[config.mk]
export PLATFORM = sky130hd
export DESIGN_NAME = spi_rx_deserializer_flat
export DESIGN_NICKNAME = d
export VERILOG_FILES = /design/src/rtl/spi_rx_deserializer_if.sv /design/src/rtl/spi_rx_deserializer.sv /design/src/flat_wrapper.sv
export SDC_FILE = /design/constraint.sdc
export NUM_CORES = 1
export LEC_CHECK = 0
export BUFFER_PORTS_ARGS = -buffer_cell sky130_fd_sc_hd__buf_2
export CORE_MARGIN = 4
export CORE_UTILIZATION = 50
export CTS_BUF_LIST = sky130_fd_sc_hd__clkbuf_2
export CTS_CLUSTER_SIZE = 14
export DETAILED_ROUTE_END_ITERATION = 8
export PLACE_DENSITY = 0.7
export SETUP_SLACK_MARGIN = 0.15
export SYNTH_ARGS = -nofsm -noshare
export SYNTH_HDL_FRONTEND = slang
export SYNTH_SLANG_ARGS = --single-unit
[constraint.sdc]
create_clock -name clk -period 3.1 [get_ports clk]
set_input_delay 0.31 -clock clk [delete_from_list [all_inputs] [get_ports clk]]
set_output_delay 0.31 -clock clk [all_outputs]
set_load 0.05 [all_outputs]
[src/rtl/spi_rx_deserializer_if.sv]
// rtl/spi_rx_deserializer_if.sv - received-word stream between the deserializer and its consumer
// The deserializer drives the master side; the consumer owns rx_ready.
interface spi_rx_deserializer_if #(
  parameter int DATA_WIDTH = 32
) ();
  logic [DATA_WIDTH-1:0] rx_data;
  logic                  rx_valid;
  logic                  rx_ready;

  modport master (
    output rx_data,
    output rx_valid,
    input  rx_ready
  );

  modport slave (
    input  rx_data,
    input  rx_valid,
    output rx_ready
  );
endinterface

[src/rtl/spi_rx_deserializer.sv]
// rtl/spi_rx_deserializer.sv - SPI MISO deserializer, 8/16/24/32-bit words, MSB- or LSB-first
// Optional macro SPI_RX_OVERRUN_EN: keep the unconsumed word and flag rx_overrun instead of overwriting.
module spi_rx_deserializer #(
  parameter int DATA_WIDTH = 32
) (
  input  logic                   clk,
  input  logic                   rst,
  input  logic [1:0]             SPI_DATA_LEN,
  input  logic                   SPI_BIT_ORDER,
  input  logic                   start,
  input  logic                   abort,
  input  logic                   sample_en,
  input  logic                   spi_miso,
  output logic                   busy,
  output logic                   rx_overrun,
  spi_rx_deserializer_if.master  rx
);

  typedef enum logic [0:0] {
    IDLE  = 1'b0,
    SHIFT = 1'b1
  } state_t;

  state_t                state_q, state_d;
  logic [5:0]            cnt_q, cnt_d;
  logic [DATA_WIDTH-1:0] shreg_q, shreg_d;
  logic [1:0]            len_q, len_d;
  logic                  order_q, order_d;
  logic [DATA_WIDTH-1:0] rx_data_q, rx_data_d;
  logic                  rx_valid_q, rx_valid_d;
  logic                  ovr_q, ovr_d;

  logic [DATA_WIDTH-1:0] captured;
  logic [5:0]            cnt_inc;
  logic [5:0]            nbits;
  logic                  handshake;

  // Shift register is cleared at start, so bits above the word length are already zero.
  always_comb begin
    captured = {shreg_q[DATA_WIDTH-2:0], spi_miso};
    if (order_q) begin
      captured              = shreg_q;
      captured[cnt_q[4:0]] = spi_miso;
    end
  end

  assign cnt_inc   = cnt_q + 6'd1;
  assign nbits     = {1'b0, len_q, 3'b000} + 6'd8;
  assign handshake = rx_valid_q & rx.rx_ready;

  always_comb begin
    state_d    = state_q;
    cnt_d      = cnt_q;
    shreg_d    = shreg_q;
    len_d      = len_q;
    order_d    = order_q;
    rx_data_d  = rx_data_q;
    rx_valid_d = rx_valid_q;
    ovr_d      = ovr_q;

    if (handshake) begin
      rx_valid_d = 1'b0;
      ovr_d      = 1'b0;
    end

    case (state_q)
      IDLE: begin
        if (abort) begin
          cnt_d = 6'd0;
        end else if (start) begin
          len_d   = SPI_DATA_LEN;
          order_d = SPI_BIT_ORDER;
          shreg_d = '0;
          cnt_d   = 6'd0;
          state_d = SHIFT;
        end
      end
      SHIFT: begin
        if (abort) begin
          cnt_d   = 6'd0;
          state_d = IDLE;
        end else if (sample_en) begin
          shreg_d = captured;
          cnt_d   = cnt_inc;
          if (cnt_inc == nbits) begin
            state_d = IDLE;
`ifdef SPI_RX_OVERRUN_EN
            if (rx_valid_q && !rx.rx_ready) begin
              ovr_d = 1'b1;
            end else begin
              rx_data_d  = captured;
              rx_valid_d = 1'b1;
            end
`else
            rx_data_d  = captured;
            rx_valid_d = 1'b1;
`endif
          end
        end
      end
      default: state_d = IDLE;
    endcase

`ifndef SPI_RX_OVERRUN_EN
    ovr_d = 1'b0;
`endif
  end

  always_ff @(posedge clk) begin
    if (rst) begin
      state_q    <= IDLE;
      cnt_q      <= 6'd0;
      shreg_q    <= '0;
      len_q      <= 2'b00;
      order_q    <= 1'b0;
      rx_data_q  <= '0;
      rx_valid_q <= 1'b0;
      ovr_q      <= 1'b0;
    end else begin
      state_q    <= state_d;
      cnt_q      <= cnt_d;
      shreg_q    <= shreg_d;
      len_q      <= len_d;
      order_q    <= order_d;
      rx_data_q  <= rx_data_d;
      rx_valid_q <= rx_valid_d;
      ovr_q      <= ovr_d;
    end
  end

  assign busy        = (state_q == SHIFT);
  assign rx_overrun  = ovr_q;
  assign rx.rx_data  = rx_data_q;
  assign rx.rx_valid = rx_valid_q;

endmodule

[src/flat_wrapper.sv]
// flat-port wrapper written by rule: the top's interface ports become plain ports
module spi_rx_deserializer_flat 
#(
  parameter int DATA_WIDTH = 32
)
  (clk, rst, SPI_DATA_LEN, SPI_BIT_ORDER, start, abort, sample_en, spi_miso, busy, rx_overrun, rx_rx_data, rx_rx_valid, rx_rx_ready);
  spi_rx_deserializer_if #(.DATA_WIDTH(DATA_WIDTH)) rx_i ();
  input  logic clk;
  input  logic rst;
  input  logic [1:0] SPI_DATA_LEN;
  input  logic SPI_BIT_ORDER;
  input  logic start;
  input  logic abort;
  input  logic sample_en;
  input  logic spi_miso;
  output logic busy;
  output logic rx_overrun;
  output wire logic [$bits(rx_i.rx_data)-1:0] rx_rx_data;
  output wire logic [$bits(rx_i.rx_valid)-1:0] rx_rx_valid;
  input wire logic [$bits(rx_i.rx_ready)-1:0] rx_rx_ready;
  assign rx_rx_data = rx_i.rx_data;
  assign rx_rx_valid = rx_i.rx_valid;
  assign rx_i.rx_ready = rx_rx_ready;
  spi_rx_deserializer #(.DATA_WIDTH(DATA_WIDTH)) u_core (.clk(clk), .rst(rst), .SPI_DATA_LEN(SPI_DATA_LEN), .SPI_BIT_ORDER(SPI_BIT_ORDER), .start(start), .abort(abort), .sample_en(sample_en), .spi_miso(spi_miso), .busy(busy), .rx_overrun(rx_overrun), .rx(rx_i));
endmodule
==> impl_results.md, run 1 <==
* Post-Syn Area at 4100 µm²
* Fin cells at between 500 and 600
* Largest net degree at the start of global routing at 69
* Part of the power in registers at 0.541
* Final WL at around 9700 µm
* Clock slew seen by the registers of the worst setup and hold paths at 0.21 ns
* Most common cell after layout, fill and taps aside: dfxtp_1
* Clock buffers created by TritonCTS at 9
* Power, Total at 0.00180 W
* Hold Vio Cnt, Final at 0
* Yosys reg bits at 75
* Worst-Skew Late Latency at 0.51 ns
* Core area at about 8000 µm²
* Finished Core Util at 0.563
* First-pass GRT wire length at 16100 µm
* Clock Path Buffers at 2
* Outcome: finished clean
* Hold Crit Class: in -> reg
* Worst endpoint required time at roughly 3.5 ns
* CTS tree: built
* DP Worst Slack at 0.606 ns
* Total Nets Final at ~500
* Starting DRT DRC Count at 248
* Via count at 3607
* Fmax at 0.396 GHz
* All-Layer GR Usage at 0.197
* Worst vdd ir at 0.303 mV
* Fin Setup TNS at 0 ns
* Routed Antenna Nets at 0
* Area Growth Syn to Fin at 7.66%
* Synth warn at 0
* Share of layout cells above drive strength 1 at 0.181
* DR DRC count at 0
* Placer Congestion at just under 0.8
* PwrDens at 408 nW/µm²
* Fin crit share at 0.816
* Worst EP arrival at 2.91 ns
* Clock Power Share at 0.382
* Most frequent cells in the layout: 74 x dfxtp_1, 73 x nor2_1, 69 x a21oi_1
* Cell count after synthesis at 484
* Ys flop type: dfxtp_1
* Die Span Y at 98.6 µm
* Die Area at 9720 µm²
* Pre-antenna DRT Iters at 5
* Die Width at 98.6 µm
* # hold bufs at CTS at 3
* Initial antenna violation count at 0
* CP Capture Type: flip-flop
* Grt ovf at 0
* Slew Limit Fails at 0
* Minimum clock period at 2.53 ns
* Final setup violation count at 0
* Number of synthesized flops with an enable pin at 0
* Site Rows at 32
* Relative slew slack at 0.194
* DP Cell Count at 581
* Final setup margin at roughly 0.57 ns
* PortBufs at 43
* RSZ-0062 raised after global routing: no
* H-tree Lvls at 3
* Fin Clk Skew at 0.0211 ns
* Pint at 0.00135 W
* Antenna diodes at 0
* Max_cap viols at 0
* Avg Inst Size Synth at roughly 8.5 µm²
* Sw power at 0.000450 W
* Share of flip-flops with an asynchronous set or reset at 0
* IO Pins at 45
* CP Launch Type: flip-flop
* CP Class: reg -> reg
* Syn Nets at 500
* Worst-Margin Slew at 1.21 ns
* Net Sw Frac at 0.250
* Starting Density at 0.523
* Post-CTS sizing at 0
* Vias/cell at 6.02
* Root buf cell: clkbuf_2
* WL/cell at 16.1 µm
* Sequential area share after synthesis at 0.366
* DP HPWL at 5870 µm
* Post-CTS setup buffer count at 0
* CTS sink cnt at 75
* Distinct cells, synth at 42
* Logic pwr share at 0.077
* Vias in the first global route at 3321
* Pleak at 1.64 nW
* Worst-path fanout max at 31
-- cell families after synthesis --
group                      synth area share
other                              0.000914
muxes                                0.0934
AOI/OAI and AO/OA                     0.199
and+or+nand+nor                       0.237
adders and majority gates            0.0183
buffers and inverters                0.0769
xor gates and xnor gates            0.00854
DFF                                   0.366
-- metal layers --
metal,part of all wire,vias up,GRT usage,wire [µm]
li1,-,1800,-,-
met1,0.48,1707,0.265,4580
met2,0.46,84,0.303,4410
met3,0.049,16,0.0439,469
met4,0.019,0,0.0851,186
met5,0,-,0,0
-- registers in the layout, indices dropped and copies added (netlist names) --
signal / count
u_core.busy: 1
u_core.rx.rx_data: 32
u_core.rx.rx_valid: 1
u_core.len_q: 2
u_core.order_q: 1
u_core.shreg_q: 32
u_core.cnt_q: 6
-- area by class of cell --
cell class,count,area [µm²]
clock buffers,10,50.0
clock inverters,5,103
fillers,729,3430
inverters,3,11.3
multi-input cells,349,2300
flip-flops and latches,75,1500
well taps,102,128
repair buffers,55,325
-- Yosys cell counts, types with 3 or more instances --
master    count  share of area
dfxtp_1      75           0.37
nor2_1       73          0.067
a21oi_1      69          0.084
mux2i_1      36          0.088
nand4_1      35          0.053
o21ai_0      35          0.043
a22oi_1      33          0.060
clkbuf_1     27          0.025
buf_2        13          0.016
and4bb_2     12          0.037
nand4b_1     12          0.026
buf_6         7          0.019
ha_1          6          0.018
clkbuf_2      5         0.0061
buf_4         4         0.0073
a31oi_1       3         0.0046
inv_1         3         0.0027
nor4b_4       3          0.017
xnor2_1       3         0.0064
-- power by group through the flow --
stage | clock (W) | sequential [W] | combinational, W
5_1_grt | 0.000751 | 0.000976 | 0.000153
3_5_place_dp | 0 | 0.000993 | 0.000135
6_report | 0.000689 | 0.000974 | 0.000139
2_1_floorplan | 0 | 0.000994 | 0.000104
3_3_place_gp | 0 | 0.000993 | 0.000135
4_1_cts | 0.000699 | 0.000974 | 0.000139
-- worst paths after layout --
check                              from                    end  slack (ns)  depth (start not counted)
hold / removal              rx_rx_ready     u_core.rx.rx_valid        0.03                          3
setup reg to reg        u_core.cnt_q[2]  u_core.rx.rx_data[11]        0.57                          5
setup / recovery        u_core.cnt_q[2]  u_core.rx.rx_data[11]        0.57                          5
hold reg to reg   u_core.rx.rx_data[18]  u_core.rx.rx_data[18]        0.49                          2
-- through the flow --
step | cell area [µm²] | hold slack [ns]
detailed placement | 4230 | 0.460
floorplan | 4100 | 0.381
finish | 4420 | 0.0284
global placement | 4230 | 0.454
global route | 4420 | 0.0000194
CTS | 4420 | 0.00687
-- critical path, cell delays in order, from the launching register on --
cell	delay (ns)
dfxtp_1	0.67
nand3_1	0.20
nor3b_1	0.34
o2111ai_2	0.64
o21ai_0	0.44
a21oi_1	0.11
(Power assumes the default switching activity.)
==> inputs of run 2 (changes only) <==
--- a/config.mk
+++ b/config.mk
@@ -11,7 +11,7 @@
 export CTS_BUF_LIST = sky130_fd_sc_hd__clkbuf_2
 export CTS_CLUSTER_SIZE = 14
 export DETAILED_ROUTE_END_ITERATION = 8
-export PLACE_DENSITY = 0.7
+export PLACE_DENSITY = 0.72
 export SETUP_SLACK_MARGIN = 0.15
 export SYNTH_ARGS = -nofsm -noshare
 export SYNTH_HDL_FRONTEND = slang
==> constraint.sdc (replaced) <==
create_clock -name clk -period 2.27 [get_ports clk]
set_input_delay 0.227 -clock clk [delete_from_list [all_inputs] [get_ports clk]]
set_output_delay 0.227 -clock clk [all_outputs]
set_load 0.05 [all_outputs]
==> run 2 against run 1 <==
  * Non-clock buffer count increased by 8
  * Count of clock-buffer cells in the layout decreased by 1
  * Worst setup slack worse by 0.27 ns
  * Die area unchanged
  * Critical path type unchanged
  * Critical endpoint is now u_core.rx.rx_data[0]
==> impl_results.md, run 2 (synthesis gave the netlist of run 1 again) <==
* DR DRC count at 0 (unchanged)
* Reg2reg setup slack at 0.30 ns (-0.27 ns)
* Antenna diodes at 0 (unchanged)
* Worst endpoint required time at 2.67 ns (-0.81 ns)
* Worst-Margin Slew at 0.691 ns (-0.518 ns)
* DP HPWL at 5810 µm (-0.89%)
* Starting DRT DRC Count at 369 (+49%)
* Placer Congestion at 0.777 (-1.3%)
* Largest net degree at the start of global routing at 69 (unchanged)
* WL/cell at 16.2 µm (+0.33%)
* Post-CTS setup buffer count at 0 (unchanged)
* IO Pins at 45 (unchanged)
* CTS sink cnt at 75 (unchanged)
* Die Span Y at 98.6 µm (unchanged)
* Via count at 3669 (+1.7%)
* CP Cell Sequence: inv_1 > ha_4 > inv_1 > o41ai_1 > mux2_2 > nor4b_1 > nor3_1
* Initial antenna violation count at 0 (unchanged)
* Worst vdd ir at 0.317 mV (+4.8%)
* Minimum clock period at 1.97 ns (-0.561 ns)
* Hold Crit Class: in -> reg
* Buf/Inv on CP at 2 (+2)
* Worst-Skew Late Latency at 0.51 ns (about the same)
* Clock buffers created by TritonCTS at 9 (unchanged)
* H-tree Lvls at 3 (unchanged)
* Fin crit share at 0.867 (+0.0511)
* Fin Setup TNS at 0 ns (unchanged)
* Final WL at 9840 µm (+2.0%)
* Fin Clk Skew at 0.0225 ns (+0.00142 ns)
* Routed Antenna Nets at 0 (unchanged)
* Pleak at 1.69 nW (+3.2%)
* Outcome: finished clean
* Clock Path Buffers at 2 (unchanged)
* Worst Setup SP: u_core.cnt_q[1]
* Die Area at 9720 µm² (unchanged)
* Hold_sp: sample_en
* Worst r2r src: u_core.cnt_q[1]
* CP Capture Type: flip-flop
* R2R depth at 7 (+2)
* First-pass GRT wire length at 16200 µm (+0.60%)
* CP Class: reg -> reg
* Site Rows at 32 (unchanged)
* All-Layer GR Usage at 0.198 (+0.00100)
* Clock slew seen by the registers of the worst setup and hold paths at 0.21 ns (about the same)
* Reg2Reg Capture Point: u_core.rx.rx_data[0]
* Slowest stage cell, crit path: dfxtp_1
* Hold Vio Cnt, Final at 0 (unchanged)
* Hold Path Cell Cnt at 3 (unchanged)
* Design Area, Final at 4550 µm² (+3.1%)
* Grt ovf at 0 (unchanged)
* Finished Core Util at 0.580 (+0.0177)
* Pre-antenna DRT Iters at 5 (unchanged)
* Worst path most repeated cell: inv_1
* Total Nets Final at 518 (+1.8%)
* Fmax at 0.508 GHz (+29%)
* Worst-path fanout max at 8 (-74%)
* Worst path top cell family by delay: flip-flops
* CP peak stage delay at 0.42 ns (-0.25 ns)
* Worst EP arrival at 2.37 ns (-0.54 ns)
* PwrDens at 526 nW/µm² (+29%)
* Vias in the first global route at 3383 (+1.9%)
* Final setup violation count at 0 (unchanged)
* Vias/cell at 6.02 (about the same)
* Share of layout cells above drive strength 1 at 0.203 (+0.0221)
* Dpl cell area at 4310 µm² (+1.8%)
* Max_cap viols at 0 (unchanged)
* CP Launch Type: flip-flop
* Power, Total at 0.00239 W (+33%)
* RSZ-0062 raised after global routing: no
* Starting Density at 0.523 (unchanged)
* Die Width at 98.6 µm (unchanged)
* Relative slew slack at 0.540 (+0.346)
* Slew Limit Fails at 0 (unchanged)
* Most frequent cells in the layout: 73 x nor2_1, 73 x dfxtp_1, 68 x a21oi_1
* Area Growth Syn to Fin at 11.0%
* WHS Endpoint: u_core.busy
* Root buf cell: clkbuf_2
* PortBufs at 43 (unchanged)
* CTS tree: built
* Core area at 7850 µm² (unchanged)
run 2: worst max path at each step:
| stage | end | slack (ns) | cells after the start |
|---|---|---|---|
| global placement | u_core.busy | 0.15 | 6 |
| detailed placement | u_core.busy | 0.06 | 6 |
| floorplan | u_core.shreg_q[8] | 0.46 | 6 |
| CTS | u_core.rx.rx_data[0] | 0.22 | 7 |
| finish | u_core.rx.rx_data[0] | 0.30 | 7 |
| global route | u_core.rx.rx_data[0] | 0.16 | 7 |
run 2: per-layer routing:
layer,GRT usage,wire (µm),vias up,part of all wire
li1,-,-,1816,-
met3,0.0269,416,15,0.042
met2,0.322,4600,80,0.47
met4,0.0788,150,0,0.015
met5,0,0,-,0
met1,0.265,4680,1758,0.48
run 2: stage by stage:
stage | setup slack, ns | hold WS (ns) | cells
finish | 0.303 | 0.109 | 609
CTS | 0.222 | 0.0633 | 608
global placement | 0.148 | 0.456 | 586
detailed placement | 0.0573 | 0.463 | 586
global route | 0.163 | 0.0652 | 609
floorplan | 0.462 | 0.298 | 484
run 2: final cells by class:
class / instances / area (µm²)
tap: 102 / 128
inverter: 3 / 11.3
sequential: 75 / 1500
timing repair buffer: 63 / 430
multi-input combinational: 350 / 2350
fill: 749 / 3290
clock buffer: 9 / 45.0
clock inverter: 7 / 90.1
run 2: timing repair:
action / in CTS / in global routing
endpoints found under the hold margin: 5 / 0
resized for setup: 2 / 8
hold buffers: 6 / 0
gates cloned: 0 / 1
setup endpoints to repair: 33 / 32
run 2: report_power, final:
part           switching, W  internal [W]  total (W)
logic              0.000149     0.0000664   0.000216
registers        0.00000604       0.00133    0.00133
clock network      0.000483      0.000364   0.000847
total              0.000638       0.00176    0.00239
run 2: worst register-to-register path: stages, from the launching register on:
cell and delay (ns):
dfxtp_1 0.42, inv_1 0.14, ha_4 0.21, inv_1 0.05
o41ai_1 0.30, mux2_2 0.39, nor4b_1 0.30, nor3_1 0.07
==> inputs of run 3 (changes only) <==
--- a/config.mk
+++ b/config.mk
@@ -6,7 +6,6 @@
 export NUM_CORES = 1
 export LEC_CHECK = 0
 export BUFFER_PORTS_ARGS = -buffer_cell sky130_fd_sc_hd__buf_2
-export CORE_MARGIN = 4
 export CORE_UTILIZATION = 50
 export CTS_BUF_LIST = sky130_fd_sc_hd__clkbuf_2
 export CTS_CLUSTER_SIZE = 14
==> run 3 against run 2 <==
  * Global-route usage is 3.8 points higher
  * Die area is 12% lower
  * Core utilization is 0.72 points lower
  * Sequential share of layout area is 0.44 points higher
  * Register-to-register slack worse by 0.04 ns
  * Worst setup slack worse by 0.045 ns
  * Highest routed layer unchanged
  * Worst hold slack worse by 0.074 ns
  * Final area is 1.2% lower
  * Maximum frequency is 2.2% lower
  * Power is 5.8% lower
==> impl_results.md, run 3 (synthesis gave the netlist of run 1 again) <==
* Outcome: finished clean
* CP peak stage delay at 0.42 ns (about the same)
* Most frequent cells in the layout: 73 x nor2_1, 72 x dfxtp_1, 68 x a21oi_1
* CTS sink cnt at 75 (unchanged)
* R2R depth at 7 (unchanged)
* Most common cell after layout, fill and taps aside: nor2_1
* Worst path top cell family by delay: flip-flops
* Worst-path fanout max at 8 (unchanged)
* Fin crit share at 0.886 (+0.0196)
* Largest net degree at the start of global routing at 69 (unchanged)
* All-Layer GR Usage at 0.236 (+0.0379)
* PwrDens at 501 nW/µm² (-4.6%)
* Post-CTS setup buffer count at 0 (unchanged)
* Buf/Inv on CP at 2 (unchanged)
* Placer Congestion at 0.818 (+5.2%)
* DR DRC count at 0 (unchanged)
* Starting Density at 0.523 (unchanged)
* WL/cell at 16.8 µm (+4.0%)
* CP Launch Type: flip-flop
* Root buf cell: clkbuf_2
* Starting DRT DRC Count at 307 (-17%)
* Max_cap viols at 0 (unchanged)
* WL met2 at 4730 µm (+2.9%)
* Share of layout cells above drive strength 1 at 0.200 (-0.00276)
* Routed wire length on met3 at 422 µm (+1.4%)
* Fin Clk Skew at 0.0132 ns (-0.00931 ns)
* Grt ovf at 0 (unchanged)
* Routed Antenna Nets at 0 (unchanged)
* CP Capture Type: flip-flop
* Hold slack at 0.0357 ns (-0.0736 ns)
* Hold Crit Class: in -> reg
* PortBufs at 43 (unchanged)
* Fin Setup TNS at 0 ns (unchanged)
* Worst-Margin Slew at 0.671 ns (-0.0194 ns)
* CTS tree: built
* Hold Path Cell Cnt at 3 (unchanged)
* Vias in the first global route at 3385 (+0.059%)
* Final setup violation count at 0 (unchanged)
* Vias/cell at 6.22 (+3.3%)
* Site Rows at 32 (unchanged)
* Clock buffers created by TritonCTS at 9 (unchanged)
* Worst EP arrival at 2.40 ns (+0.03 ns)
* Clock slew seen by the registers of the worst setup and hold paths at 0.20 ns (about the same)
* Worst r2r src: u_core.cnt_q[1]
* Clock Path Buffers at 2 (unchanged)
* Final WL at 10200 µm (+3.5%)
* Minimum clock period at 2.01 ns (+0.0446 ns)
* Reg2reg setup slack at 0.26 ns (-0.04 ns)
* First-pass GRT wire length at 16100 µm (-0.43%)
* CP Cell Sequence: inv_1 > ha_2 > inv_1 > o41ai_1 > mux2_2 > nor4b_1 > nor3_1
* WHS Endpoint: u_core.busy
* Hold Vio Cnt, Final at 0 (unchanged)
* Slowest stage cell, crit path: dfxtp_1
* Pleak at 1.67 nW (-1.2%)
* Worst endpoint required time at 2.66 ns (about the same)
* Area Growth Syn to Fin at 9.67%
* Die Width at 92.6 µm (-6.1%)
* Slew Limit Fails at 0 (unchanged)
* Die Area at 8570 µm² (-12%)
* Met1 WL at 4810 µm (+2.9%)
* RSZ-0062 raised after global routing: no
* Hold_sp: start
* Core area at 7850 µm² (unchanged)
* Worst-Skew Late Latency at 0.50 ns (about the same)
* Worst vdd ir at 0.334 mV (+5.4%)
* Worst path most repeated cell: inv_1
* Die Span Y at 92.6 µm (-6.1%)
* Total Nets Final at 516 (-0.39%)
* H-tree Lvls at 3 (unchanged)
* Initial antenna violation count at 0 (unchanged)
* CP Class: reg -> reg
* DP Cell Count at 584 (-0.34%)
* DR top layer: met4
* DP HPWL at 5750 µm (-1.2%)
* Reg2Reg Capture Point: u_core.rx.rx_data[0]
* Fin cells at 606 (-0.49%)
* Relative slew slack at 0.553 (+0.0129)
* Power, Total at 0.00226 W (-5.8%)
* IO Pins at 45 (unchanged)
* Via count at 3770 (+2.8%)
* Antenna diodes at 0 (unchanged)
* Fmax at 0.497 GHz (-2.2%)
* Pre-antenna DRT Iters at 4 (-1)
-- run 3: power breakdown --
group	total (W)	switching [W]	internal, W
Clock	0.000702	0.000452	0.000250
Combinational	0.000217	0.000148	0.0000689
Sequential	0.00134	0.0000115	0.00132
Total	0.00225	0.000612	0.00164
-- run 3: worst min-delay path, stage by stage --
cell and delay [ns]:
buf_2 0.11, nor2_1 0.11, nor4_2 0.06
-- run 3: final cells by class --
cell class              instances  area [µm²]
multi-input cells             351        2350
inverters                       3        11.3
clock buffers                  11        55.1
well taps                     102         128
flip-flops and latches         75        1510
fillers                       746        3350
clock inverters                 4        42.5
repair buffers                 60         409
-- run 3: through the flow --
step           area (µm²)  utilization  setup WS [ns]
2_1_floorplan        4100            -          0.462
3_3_place_gp         4290        0.547          0.188
3_5_place_dp         4290        0.547         0.0430
4_1_cts              4450        0.567          0.203
5_1_grt              4500        0.573          0.149
6_report             4500        0.573          0.258
-- run 3: metal layers --
layer | vias to the layer above | track usage
met1 | 1834 | 0.306
met2 | 103 | 0.381
met5 | - | 0
met4 | 0 | 0.116
li1 | 1817 | -
met3 | 16 | 0.0353
-- run 3: timing repair --
action | CTS | global route
gates resized for setup | 2 | 8
hold buffers | 5 | 0
cloned | 0 | 2
setup endpoints to repair | 34 | 34
endpoints found under the hold margin | 5 | 0
-- run 3: worst max path at each step --
stage / slack (ns) / depth (start not counted) / from / to
floorplan: 0.46 / 6 / u_core.busy / u_core.shreg_q[8]
global placement: 0.19 / 6 / u_core.cnt_q[0] / u_core.busy
detailed placement: 0.04 / 6 / u_core.cnt_q[0] / u_core.busy
CTS: 0.20 / 6 / u_core.cnt_q[2] / u_core.rx.rx_data[27]
global route: 0.15 / 7 / u_core.cnt_q[1] / u_core.rx.rx_data[0]
finish: 0.26 / 7 / u_core.cnt_q[1] / u_core.rx.rx_data[0]
